$ cat config.mk
export PLATFORM = sky130hd
export DESIGN_NAME = axi_burst_splitter_b_chan
export DESIGN_NICKNAME = d
export VERILOG_FILES = /design/src/rtl/axi_pkg.sv /design/src/rtl/axi_burst_splitter_b_chan.sv
export SDC_FILE = /design/constraint.sdc
export NUM_CORES = 1
export LEC_CHECK = 0
export BUFFER_PORTS_ARGS = -buffer_cell sky130_fd_sc_hd__buf_2
export CAP_MARGIN = 20
export CORE_MARGIN = 2
export CORE_UTILIZATION = 39
export DETAILED_ROUTE_END_ITERATION = 10
export GPL_TIMING_DRIVEN = 1
export PLACE_DENSITY = 0.82
export SLEW_MARGIN = 5
export SYNTH_ARGS = -nofsm -noshare
export SYNTH_HDL_FRONTEND = slang
export SYNTH_SLANG_ARGS = --single-unit
$ cat constraint.sdc
create_clock -name clk_i -period 1.6 [get_ports clk_i]
set_clock_uncertainty 0.05 [all_clocks]
set_input_delay 0.16 -clock clk_i [delete_from_list [all_inputs] [get_ports clk_i]]
set_output_delay 0.16 -clock clk_i [all_outputs]
set_load 0.05 [all_outputs]
$ cat src/rtl/axi_pkg.sv
// AXI type definitions shared by the burst splitter blocks.
package axi_pkg;

  typedef logic [7:0] len_t;
  typedef logic [1:0] resp_t;

  localparam resp_t RESP_OKAY   = 2'b00;
  localparam resp_t RESP_EXOKAY = 2'b01;
  localparam resp_t RESP_SLVERR = 2'b10;
  localparam resp_t RESP_DECERR = 2'b11;

  typedef struct packed {
    logic [3:0] id;
    resp_t      resp;
    logic [0:0] user;
  } b_chan_t;

endpackage

$ cat src/rtl/axi_burst_splitter_b_chan.sv
// B-channel half of the burst splitter: absorbs per-sub-burst write responses
// and returns one merged response upstream once the per-ID counter reaches zero.
module axi_burst_splitter_b_chan #(
  parameter type         chan_t  = axi_pkg::b_chan_t,
  parameter int unsigned IdWidth = 4,
  parameter type         id_t    = logic [IdWidth-1:0]
) (
  input  logic           clk_i,
  input  logic           rst_ni,
  input  chan_t          b_i,
  input  logic           b_valid_i,
  output logic           b_ready_o,
  output chan_t          b_o,
  output logic           b_valid_o,
  input  logic           b_ready_i,
  output id_t            cnt_id_o,
  input  axi_pkg::len_t  cnt_len_i,
  output logic           cnt_set_err_o,
  input  logic           cnt_err_i,
  output logic           cnt_dec_o,
  output logic           cnt_req_o,
  input  logic           cnt_gnt_i
);

  localparam logic [1:0] ST_IDLE   = 2'd0;
  localparam logic [1:0] ST_LOOKUP = 2'd1;
  localparam logic [1:0] ST_SEND   = 2'd2;

  logic [1:0] state_q, state_d;
  chan_t      b_q, b_d;
  logic       last_access;

  assign last_access = (cnt_len_i == '0);
  assign cnt_id_o    = id_t'(b_q.id);

  always_comb begin
    state_d       = state_q;
    b_d           = b_q;
    b_ready_o     = 1'b0;
    b_valid_o     = 1'b0;
    b_o           = '0;
    cnt_req_o     = 1'b0;
    cnt_dec_o     = 1'b0;
    cnt_set_err_o = 1'b0;

    case (state_q)
      ST_IDLE: begin
        b_ready_o = 1'b1;
        if (b_valid_i) begin
          b_d     = b_i;
          state_d = ST_LOOKUP;
        end
      end

      ST_LOOKUP: begin
        cnt_req_o     = 1'b1;
        cnt_dec_o     = 1'b1;
        // On the final access the error is folded into the merged resp instead.
        cnt_set_err_o = b_q.resp[1] & ~last_access;
        if (cnt_gnt_i) begin
          if (!last_access) begin
            state_d = ST_IDLE;
          end else begin
            // Exclusive access is never split, so EXOKAY collapses to OKAY.
            if (!b_q.resp[1]) begin
              b_d.resp = cnt_err_i ? axi_pkg::RESP_SLVERR : axi_pkg::RESP_OKAY;
            end
            state_d = ST_SEND;
          end
        end
      end

      ST_SEND: begin
        b_valid_o = 1'b1;
        b_o       = b_q;
        if (b_ready_i) begin
          state_d = ST_IDLE;
        end
      end

      default: begin
        state_d = ST_IDLE;
      end
    endcase
  end

  always_ff @(posedge clk_i or negedge rst_ni) begin
    if (!rst_ni) begin
      state_q <= ST_IDLE;
      b_q     <= '0;
    end else begin
      state_q <= state_d;
      b_q     <= b_d;
    end
  end

endmodule

; ---- Word-level counts from Yosys, hierarchy flattened
; Cells that the tools add are included.
[op_classes]
n_eq_ne = 7
muxes = 16
bitwise_logic = 2
reduce_logical = 7
[op_table]
columns = operator, n
row1 = 2-to-1 mux 2 bit, 8
row2 = inequality test 2 bit (second input constant), 5
row3 = zero test 8 bit, 1
row4 = 2-to-1 mux 7 bit, 1
row5 = case mux 2 bit (3 select lines), 1
row6 = AND reduction 5 bit, 1
row7 = 2-to-1 mux 1 bit, 4
row8 = case mux 2 bit (2 select lines), 1
row9 = AND reduction 4 bit, 1
row10 = 2-to-1 mux 3 bit, 1
row11 = AND reduction 3 bit, 1
row12 = == test 2 x 1 -> 1 bit (second input constant), 1
row13 = == test 2 bit (second input constant), 1
row14 = zero test 2 bit, 1
row15 = AND reduction 2 bit, 1
row16 = nonzero test 2 bit, 1
row17 = bitwise AND 1 bit, 1
row18 = inverter 1 bit, 1
[totals]
regBits = 9
inputBits = 21
output_inout_bits = 16
word_cells = 37

; ---- Depth between registers and ports, before layout
[depth]
word_depth = 5
mapped_depth = 5
mapped_depth_nobuf = 3

; ---- Least setup slack after synthesis
; No wires, ideal clock.
[synth_timing]
path_type = register to output
from = register state_q[1]
to = output cnt_set_err_o
arrival_time_ns = 1.698
required_ns = 1.390
path_slack_ns = -0.308
path_stages_with_launch = 4
path_buffers = 0
cell_sequence = dfrtp_1 > and2b_2 > nand2_1 > a21oi_1
[synth_between]
elab_chain_cells = 2
[synth_lines]
columns = element, line_no
row1 = start: declaration, axi_burst_splitter_b_chan.sv:29  ; logic [1:0] state_q, state_d;
row2 = start signal: assignment, axi_burst_splitter_b_chan.sv:92  ; state_q <= state_d;
row3 = == test 2 x 1 -> 1 bit, axi_burst_splitter_b_chan.sv:46  ; case (state_q)
row4 = 2-to-1 mux 1 bit, axi_burst_splitter_b_chan.sv:46
row5 = end: declaration, axi_burst_splitter_b_chan.sv:18  ; output logic cnt_set_err_o,
; No other way between the ends.

; ---- Worst setup path in the final report
; Ends and elaborated chain as after synthesis.

==> flow_summary.ini <==
[outcome]
status = finished, final reports clean

[floorplan]
rows = 13
fp.dieW_um = 41.1
dieArea_um2 = 1690
die_y_um = 41.1
start_util = 0.417
ioPinCount = 37
core_area_um2 = 1280

[sta]
relSlewSlack = 0.778
setup_slack_ns = 0.0374
hold_viol = 0
fin_crit_sh = 0.977
period_minus_slack_ns = 1.56
finalSetupTns_ns = 0
tightest_slew_ns = 0.331
setup_viol = 0
slew_violations = 0
clock.fmax_mhz = 640

[routing]
drc = 0
viasPerCell = 4.95
antenna_left = 0
dr_total_vias = 520
wl_per_cell_um = 11.7
drt-total-wl_um = 1230
drt_iter0_drc = 5
drt_pass1_iterations = 4

[global_route]
antenna_found_initial = 0
grt_pass1_wl_um = 1590
grt_max_degree = 10
gr-usage-all-layers = 0.144
grt_pass1_vias = 401
grt_overflow_total = 0

[setup_path]
start_kind = flip-flop
crit_family = flip-flops
cp_slowest_cell = dfrtp_2
end_kind = primary output
cp_max_fo = 7
path_buf_inv = 1
cpPeakStageDelay_ns = 0.46
arrival_ns = 1.35
worstPathCellList = and2b_2 -> nand2_2 -> a21oi_2 -> buf_6
crit_type = flip-flop to primary output
worstPathRequired_ns = 1.39

[cells_and_area]
finalNonFillerCells = 105
final_nets = 112
final_cell_area_um2 = 798
layout-drive-gt1-share = 0.722
synthToLayoutAreaGrowth_pct = 49.1
diodes = 0

[cts]
cts_root_buf = clkbuf_4
cts.sinks = 9
clk_path_buf_depth = 2
insertion_delay_ns = 0.27
cts_buffers = 3
cts_tree = yes
htreeDepth = 1
clk_pin_slew_ns = 0.06

[logic_synthesis]
synthXorXnorAreaFrac = 0
synthMuxAreaShare = 0.105
synth_warnings = 0
ys_seq_area_frac = 0.421
syn-cell-area_um2 = 536
synth_top_family_by_area = simple AND/OR/NAND/NOR gates
synth_compound_area_frac = 0.0794
yosys.area_share.simple = 0.280
synthAdderAreaFrac = 0
synth_cell_types = 20
synth_cells = 51
syn_avg_cell_area_um2 = 10.5
syn_nets = 72
ys_ff_latch = 9

[place]
portBuffers = 36
place_ws_ns = 0.183
dpl.hpwl_um = 888
placedCellCount = 95
gp_congestion = 0.753
dpl-instance-area_um2 = 696

[power]
total_leakage_power_nw = 0.405
power_density_nw_per_um2 = 1060
peakVddDrop_mv = 0.477

[min_path]
hold_path_class = input pin to flip-flop

[flow_run]
timing.max_cap.violations = 0
==> Yosys cell counts <==
cell type,n,area share
nor3b_4,1,0.035
a31o_1,1,0.016
nand3b_1,1,0.014
buf_6,1,0.021
nor3b_1,1,0.014
o21ai_0,2,0.019
nand2_1,2,0.014
clkbuf_2,1,0.0093
mux2_2,5,0.11
a21oi_1,3,0.028
inv_1,2,0.014
nor4_2,2,0.047
and2_1,7,0.082
nand4_1,1,0.012
buf_4,5,0.070
nand3_1,1,0.0093
a2bb2oi_1,1,0.016
nor2_1,3,0.021
dfrtp_1,9,0.42
and2b_2,2,0.033
==> cells by family after synthesis <==
| kind of cell | after synthesis |
|---|---|
| AO/OA/AOI/OAI | 7 |
| buffers and inverters | 9 |
| flip-flops | 9 |
| multiplexers | 5 |
| AND/OR/NAND/NOR | 21 |
==> final timing paths <==
kind                            slack, ns  cells past startpoint             to       start
worst max-delay path                 0.04                      4  cnt_set_err_o  state_q[1]
worst min-delay path                 0.02                      2     state_q[1]   b_ready_i
worst max register to register       0.13                      3    cnt_id_o[1]  state_q[0]
worst min register to register       0.45                      1         b_q[0]      b_q[0]
max in group asynchronous            1.09                      2     state_q[0]      rst_ni
min in group asynchronous            0.22                      2    cnt_id_o[3]      rst_ni
==> cell usage in the layout (no fill, tap or decap), types with 2 or more instances in the layout <==
| cell | synthesis | layout |
|---|---|---|
| a21oi_1 | 3 | 2 |
| and2_2 | 0 | 7 |
| and2b_2 | 2 | 2 |
| buf_2 | 0 | 28 |
| buf_4 | 5 | 11 |
| clkbuf_4 | 0 | 3 |
| dfrtp_1 | 9 | 7 |
| dfrtp_2 | 0 | 2 |
| inv_1 | 2 | 2 |
| mux2_2 | 5 | 5 |
| nor2_1 | 3 | 2 |
| nor4_2 | 2 | 2 |
| o21ai_0 | 2 | 2 |
==> flip-flops by register name, summed over array words and instances (netlist names) <==
| register | count |
|---|---|
| b_q | 3 |
| state_q | 2 |
| cnt_id_o | 4 |
==> cell type report <==
type                            instances  area, um2
Fill cell                             120        487
Multi-Input combinational cell         34        274
Timing Repair Buffer                   41        244
Sequential cell                         9        228
Clock buffer                            4       26.3
Tap cell                               15       18.8
Inverter                                2       7.51
==> metal layers <==
metal  up-vias  wire (um)  track usage
li1        249          -            -
met1       240        468        0.183
met2        28        638        0.234
met3         3        101       0.0163
met4         0         19       0.0750
met5         -          0            0
==> per-stage QoR <==
stage	power, mW	util	hold slack (ns)
CTS	0.838	0.593	0.0141
detailed placement	0.642	0.541	-0.0262
finish	0.849	0.621	0.0154
floorplan	0.600	-	-0.186
global route	0.888	0.621	0.0386
global placement	0.634	0.541	-0.0324
==> report_power, final <==
| group | internal (mW) | switching [mW] | total, mW |
|---|---|---|---|
| clock | 0.0966 | 0.0891 | 0.186 |
| sequential | 0.279 | 0.0390 | 0.318 |
| combinational | 0.124 | 0.221 | 0.346 |
| total | 0.500 | 0.349 | 0.849 |
==> timing repair <==
item                                   4_1_cts  5_1_grt
resized for setup                           10        2
setup endpoints to repair                    8        8
setup buffers                                1        3
endpoints found under the hold margin        9        0
pin swaps                                    0        1
cloned                                       0        1
hold buffers                                 1        0
Power figures use the tool's default switching activity.
